--- src/rtl/debounce_pkg.sv ---
// Shared types and default constants for the push-button debouncer family.
package debounce_pkg;

  typedef enum logic [1:0] {
    StReleased   = 2'd0,
    StPressChk   = 2'd1,
    StPressed    = 2'd2,
    StReleaseChk = 2'd3
  } btn_state_e;

  localparam int unsigned TICK_DIV_5MS = 250_000;
  localparam int unsigned CLK_HZ       = 50_000_000;

endpackage

--- src/rtl/tick_gen.sv ---
// Free-running prescaler producing a one-clk sample enable every TICK_DIV cycles.
module tick_gen #(
  parameter int unsigned TICK_DIV = 250_000
) (
  input  logic clk,
  input  logic reset,
  output logic tick
);

  localparam int unsigned PCNT_W = $clog2(TICK_DIV);
  localparam logic [PCNT_W-1:0] PCNT_MAX = PCNT_W'(TICK_DIV - 1);
  localparam logic [PCNT_W-1:0] PCNT_ONE = PCNT_W'(1);

  logic [PCNT_W-1:0] pcnt;

  assign tick = (pcnt == PCNT_MAX);

  always_ff @(posedge clk or posedge reset) begin
    if (reset) begin
      pcnt <= '0;
    end else if (tick) begin
      pcnt <= '0;
    end else begin
      pcnt <= pcnt + PCNT_ONE;
    end
  end

endmodule

--- src/rtl/button_debouncer.sv ---
// Debounces one raw push-button into a clean level plus press/release/long-press pulses,
// sampling at a divided rate via a clock enable so everything stays on clk.
module button_debouncer
  import debounce_pkg::*;
#(
  parameter int unsigned TICK_DIV       = TICK_DIV_5MS,
  parameter int unsigned STABLE_SAMPLES = 4,
  parameter int unsigned LONG_SAMPLES   = 200,
  parameter bit          ACTIVE_LOW     = 1'b1
) (
  input  logic clk,
  input  logic reset,
  input  logic btn_in,
  output logic btn_level,
  output logic press_pulse,
  output logic release_pulse,
  output logic long_pulse
);

  localparam int unsigned SCNT_W = $clog2(STABLE_SAMPLES + 1);
  localparam int unsigned LCNT_W = $clog2(LONG_SAMPLES + 1);

  localparam logic [SCNT_W-1:0] SCNT_ONE  = SCNT_W'(1);
  // Last sample of a check window: the next matching sample completes it.
  localparam logic [SCNT_W-1:0] SCNT_LAST = SCNT_W'(STABLE_SAMPLES - 1);
  localparam logic [LCNT_W-1:0] LCNT_ONE  = LCNT_W'(1);
  localparam logic [LCNT_W-1:0] LCNT_MAX  = LCNT_W'(LONG_SAMPLES);
  localparam logic [LCNT_W-1:0] LCNT_PRE  = LCNT_W'(LONG_SAMPLES - 1);

  logic              p;
  logic              sync_meta;
  logic              sync_out;
  logic              s;
  logic              tick;
  btn_state_e        state;
  logic [SCNT_W-1:0] scnt;
  logic [LCNT_W-1:0] lcnt;

  tick_gen #(
    .TICK_DIV(TICK_DIV)
  ) u_tick_gen (
    .clk  (clk),
    .reset(reset),
    .tick (tick)
  );

  // Polarity is normalised before the synchronizer so its reset value means "not pressed".
  assign p = ACTIVE_LOW ? ~btn_in : btn_in;

  always_ff @(posedge clk or posedge reset) begin
    if (reset) begin
      sync_meta <= 1'b0;
      sync_out  <= 1'b0;
    end else begin
      sync_meta <= p;
      sync_out  <= sync_meta;
    end
  end

  assign s = sync_out;

  always_ff @(posedge clk or posedge reset) begin
    if (reset) begin
      state         <= StReleased;
      scnt          <= '0;
      lcnt          <= '0;
      btn_level     <= 1'b0;
      press_pulse   <= 1'b0;
      release_pulse <= 1'b0;
      long_pulse    <= 1'b0;
    end else begin
      press_pulse   <= 1'b0;
      release_pulse <= 1'b0;
      long_pulse    <= 1'b0;
      if (tick) begin
        case (state)
          StReleased: begin
            if (s) begin
              state <= StPressChk;
              scnt  <= SCNT_ONE;
            end
          end
          StPressChk: begin
            if (!s) begin
              state <= StReleased;
              scnt  <= '0;
            end else if (scnt == SCNT_LAST) begin
              state       <= StPressed;
              scnt        <= '0;
              press_pulse <= 1'b1;
              btn_level   <= 1'b1;
            end else begin
              scnt <= scnt + SCNT_ONE;
            end
          end
          StPressed: begin
            if (!s) begin
              state <= StReleaseChk;
              scnt  <= SCNT_ONE;
            end else if (lcnt != LCNT_MAX) begin
              // Saturation at LCNT_MAX is what limits long_pulse to once per press.
              lcnt <= lcnt + LCNT_ONE;
              if (lcnt == LCNT_PRE) begin
                long_pulse <= 1'b1;
              end
            end
          end
          StReleaseChk: begin
            if (s) begin
              state <= StPressed;
              scnt  <= '0;
            end else if (scnt == SCNT_LAST) begin
              state         <= StReleased;
              scnt          <= '0;
              lcnt          <= '0;
              release_pulse <= 1'b1;
              btn_level     <= 1'b0;
            end else begin
              scnt <= scnt + SCNT_ONE;
            end
          end
          default: begin
            state <= StReleased;
            scnt  <= '0;
          end
        endcase
      end
    end
  end

endmodule

--- config.mk ---
export PLATFORM = sky130hd
export DESIGN_NAME = button_debouncer
export DESIGN_NICKNAME = d
export VERILOG_FILES = /design/src/rtl/debounce_pkg.sv /design/src/rtl/tick_gen.sv /design/src/rtl/button_debouncer.sv
export SDC_FILE = /design/constraint.sdc
export NUM_CORES = 1
export LEC_CHECK = 0
export ABC_AREA = 1
export BUFFER_PORTS_ARGS = -buffer_cell sky130_fd_sc_hd__buf_2
export CORE_UTILIZATION = 30
export DETAILED_ROUTE_END_ITERATION = 16
export GPL_ROUTABILITY_DRIVEN = 0
export PLACE_DENSITY = 0.42
export SLEW_MARGIN = 15
export SYNTH_ARGS = -nofsm -noshare
export SYNTH_HDL_FRONTEND = slang
export SYNTH_SLANG_ARGS = --single-unit
export TNS_END_PERCENT = 10
--- constraint.sdc ---
create_clock -name clk -period 2.5 [get_ports clk]
set_input_delay 0.5 -clock clk [delete_from_list [all_inputs] [get_ports clk]]
set_output_delay 0.5 -clock clk [all_outputs]
set_load 0.01 [all_outputs]
## Yosys cells after proc, flatten, opt, wreduce, memory -nomap -nowiden

Index checks and enable logic that the tools add are counted.

- Register bits after elaboration: 37
- Word-level logic and storage cells: 74
- Bits of input ports: 3

- Muxes and demuxes: 36
- Reduce and logical (&&, ||, !) cells: 7
- Bitwise logic cells: 1
- Add/subtract/negate cells: 3
- Equality and inequality tests: 17

Operator list:

| kind | number |
|---|---|
| 8-bit 2-to-1 mux | 4 |
| 18-bit by 1-bit adder with 18-bit output (second input constant) | 1 |
| 18-bit == test (second input constant) | 1 |
| 18-bit 2-to-1 mux | 1 |
| 1-bit 2-to-1 mux | 16 |
| 2-bit != test (second input constant) | 8 |
| 8-bit one-hot mux with 2 select lines | 1 |
| 3-bit 2-to-1 mux | 5 |
| 2-bit 2-to-1 mux | 6 |
| 3-bit one-hot mux with 4 select lines | 1 |
| 6-bit AND reduction | 2 |
| 8-bit by 1-bit adder with 8-bit output (second input constant) | 1 |
| 8-bit == test (second input constant) | 1 |
| 8-bit != test (second input constant) | 1 |
| 2-bit one-hot mux with 4 select lines | 1 |
| 3-bit != test (second input constant) | 2 |
| 5-bit AND reduction | 1 |
| 2-bit == test (second input constant) | 2 |
| 2-bit nonzero test | 2 |
| 3-bit by 1-bit adder with 3-bit output (second input constant) | 1 |
| 3-bit by 2-bit == test with 1-bit output (second input constant) | 1 |
| 3-bit AND reduction | 1 |
| 2-bit by 1-bit == test with 1-bit output (second input constant) | 1 |
| 2-bit logical NOT | 1 |
| 2 further kinds | 2 |

## Logic depth before layout (Yosys ltp)

- Word-level depth: 6
- Mapped depth: 10

## Hierarchy

Synthesis repeated with hierarchy kept, for this count alone.

- Cell total of the unflattened synthesis: 290
- Area total of the unflattened synthesis: 2117.0 um2

By module, submodules not included:

| module | cells each | times used | seq. area each (um2) | area an instance (um2) |
|---|---|---|---|---|
| button_debouncer | 146 | 1 | 475.5 | 1062.3 |
| tick_gen | 144 | 1 | 450.4 | 1054.8 |

## Least setup slack after synthesis

OpenSTA, ideal clock, no wires.

- Path kind: register -> register
- Start point: register u_tick_gen.pcnt[0]
- End point: register with a tool-made name
- Data arrival time: 1.247 ns
- Library setup time: 0.117 ns
- Path buffers: 0
- Clock period less this slack: 1.364 ns
- Data required time: 2.383 ns
- Stages on the path, launching flop included: 11
- Path slack: 1.136 ns
- Cell sequence: dfrtp_1 ha_1 nand2_2 inv_1 nand2_1 nor2_2 nand2_2 nor2_4 nand2_1 nand2_1 nand2_1

RTL lines:

| item | line | text |
|---|---|---|
| from (decl) | tick_gen.sv:14 | `logic [PCNT_W-1:0] pcnt;` |
| from (signal assigned) | tick_gen.sv:24 | `pcnt <= pcnt + PCNT_ONE;` |

## Worst setup path in the final report

- Start point: register u_tick_gen.pcnt[0]
- End point: register lcnt[6]

- Word-level cells in the longest chain between the ends: 2

RTL lines:

| item | line | text |
|---|---|---|
| 18-bit == test | tick_gen.sv:16 | `assign tick = (pcnt == PCNT_MAX);` |
| 6-bit AND reduction (no source line) | - |  |
| to (signal assigned) | button_debouncer.sv:102 | `lcnt <= lcnt + LCNT_ONE;` |
| to (decl) | button_debouncer.sv:37 | `logic [LCNT_W-1:0] lcnt;` |

No other way between the ends.
A chain may end at the register's enable or synchronous reset.

==> impl_metrics.ini <==
[outcome]
run_status = complete, no violations

[timing]
finalHoldViolCount = 0
setup_viol = 0
fmaxAchievable_mhz = 648
clk_skew_ns = 0.00717
slew_viol_final = 0
slew_headroom = 0.677
grt_setup_unrepaired = false
period_minus_slack_ns = 1.54
post-route-worst-setup-slack_ns = 0.958
fin_crit_sh = 0.617
final_hold_slack_ns = 0.318
max_slew.worst_pin.slew_ns = 0.484
setup-tns-final_ns = 0

[logic_synthesis]
yosysTopAreaCellShare = 0.426
yosysUniqueCellTypes = 26
synth_area_leaders = dfrtp_1 43%, nand2_1 13%, nor2_1 9.0%
yosysWarnings = 0
netlist_area_sq_um = 2180
post_synthesis_cell_type_with_the_largest_combined_area = dfrtp_1
syn_nets = 298
syn_inst = 291
ys_seq_elements = 37
post_synth.cell_area_avg_sq_um = 7.48
synth-seq-area-share = 0.426

[clock_tree]
cts-root-buf = clkbuf_8
cts_max_level = 2
clock_latency_ns = 0.29
clockBufferDepth = 2
cts-buffers-inserted = 5
tritoncts_num_sinks = 37
post_cts.repair.setup_buffers = 0
ctsHoldBuffers = 0
cts.reportedPaths.clkPinSlew_ns = 0.07
cts_tree = yes
post_cts_resized = 0

[placed_design]
port_buffers = 6
post-place-ws_ns = 0.925
postPlaceCellArea_sq_um = 2310
detailed_place_hpwl_um = 3410

[floorplan]
placementRows = 30
io-pin-count = 7
fp.coreArea_sq_um = 6910
die-height_um = 87.2
floorplan.initialDensity = 0.315
area_of_the_die_sq_um = 7600
horizontal_die_dimension_um = 87.2

[detailed_routing]
wl_per_cell_um = 11.5
detail_route.wirelength_um = 4590
count_of_routing_violations_after_the_opening_detailed_route_iteration = 67
drc_errors = 0
viasPerCell = 4.33
met3RoutedLength_um = 114
top_layer = met4
met2_length_um = 2250
met1_length_um = 2180
postRouteAntennaNets = 0
drtPass1Iterations = 4
number_of_vias_after_detailed_routing = 1732

[setup_path]
path_class = reg2reg
critical_path.max_stage_delay_ns = 0.37
r2r_setup_slack_ns = 0.96
worst-endpoint-arrival_ns = 1.72
cp.buffers_inverters = 0
cp.required_ns = 2.68
cpMaxStageDelayCell = dfrtp_1
worstPathMaxFanout = 13
worstSetupEndpointType = register
path_delay_family = simple AND/OR/NAND/NOR gates
worst_path_cell_chain = ha_1 -> nand2_2 -> nor2_8 -> nand3_4 -> nor2_8 -> nand3_4 -> nand2_1 -> nand2_1
kind_of_launch_point_of_the_worst_setup_path = register

[layout]
nNetsFinal = 310
post_route_cells_drive_above_1_share = 0.128
area_delta_synth_final_pct = 11.7
diodes = 0
design_area_sq_um = 2430

[min_path]
worst_hold_path_type = in2async

[power]
p_total_mw = 1.16
cellLeakagePower_nw = 1.29
irDropWorstVdd_mv = 0.197
cellPowerDensity_nw_per_um2 = 479

[global_routing]
globalRouteOverflowTotal = 0
grt_antenna_before_repair = 0
grt_start_max_net_pins = 38
first_global_vias = 1739
grt_usage = 0.138
wire_length_of_the_first_global_routing_pass_um = 8010

[flow_run]
cap_violations = 0
layout make-up:
| class | instances | area (sq um) |
|---|---|---|
| Multi-Input combinational cell | 205 | 1050 |
| Timing Repair Buffer | 7 | 37.5 |
| Clock inverter | 1 | 30.0 |
| Sequential cell | 37 | 926 |
| Inverter | 47 | 176 |
| Tap cell | 96 | 120 |
| Fill cell | 751 | 4480 |
| Clock buffer | 7 | 86.3 |
where the power goes:
part           leakage, nW  internal [mW]  switching [mW]
logic                0.736        0.00372          0.0154
clock network       0.0585          0.326           0.219
registers            0.498          0.600         0.00123
total                 1.29          0.929           0.235
stage by stage:
stage                     instances   util
after floorplan                 291      -
after global placement          392  0.335
after detailed placement        392  0.335
after CTS                       400  0.352
after global routing            400  0.352
final                           400  0.352
placed cells by master, fill, tap and decap left out, types with 2 or more instances in the layout:
master,Yosys,routed
nand2_2,4,4
a21oi_1,5,5
nor2_8,2,2
nand4_1,9,9
inv_1,43,43
dfrtp_1,37,37
nand3_4,3,3
inv_2,4,4
ha_1,4,4
o21ai_0,7,7
clkbuf_8,0,6
nand2_1,78,78
nor3_1,2,2
nor3_2,2,2
nor2_2,6,6
buf_2,1,6
o21ai_1,2,2
nor2_1,52,52
nand3_1,16,16
xor2_1,7,7
cells by family after synthesis:
| kind of cell | Yosys count | synth area share |
|---|---|---|
| and+or+nand+nor | 179 | 0.392 |
| buffers and inverters | 49 | 0.0903 |
| DFF | 37 | 0.426 |
| AOI/OAI and AO/OA | 15 | 0.0414 |
| xor gates and xnor gates | 7 | 0.0282 |
| adders and majority gates | 4 | 0.0230 |
worst paths after layout:
path | to | startpoint | depth (start not counted)
min in group clk | sync_meta | btn_in | 2
worst min-delay path | lcnt[1] | reset | 3
worst min register to register | s | sync_meta | 0
worst max-delay path | lcnt[6] | u_tick_gen.pcnt[0] | 8
max in group asynchronous | u_tick_gen.pcnt[7] | reset | 3
worst max register to register | lcnt[6] | u_tick_gen.pcnt[0] | 8
synth_stat cells:
master and n:
nand2_1 78, nor2_1 52, inv_1 43, dfrtp_1 37
nand3_1 16, nand4_1 9, o21ai_0 7, xor2_1 7
nor2_2 6, a21oi_1 5, ha_1 4, inv_2 4
nand2_2 4, nand3_4 3, nor2_8 2, nor3_1 2
nor3_2 2, o21ai_1 2, buf_2 1, buf_8 1
nand3_2 1, nand3b_1 1, nor2_4 1, nor3b_1 1
o22ai_4 1, or2_2 1
tightest hold or removal path, cell delays in order:
cell	delay, ns
buf_2	0.10
inv_1	0.04
buf_4	0.41
per-layer routing:
metal,vias to the layer above,track usage
met5,-,0
met4,0,0.0522
met3,4,0.0313
met2,17,0.241
met1,787,0.165
li1,924,-
state kept, by name, summed over array words and instances, names as in the netlist, named ones only:
register	count
sync_meta	1
press_pulse	1
lcnt	8
u_tick_gen.pcnt	18
release_pulse	1
long_pulse	1
btn_level	1
state	1
scnt	3
s	1
(Power assumes the default switching activity.)
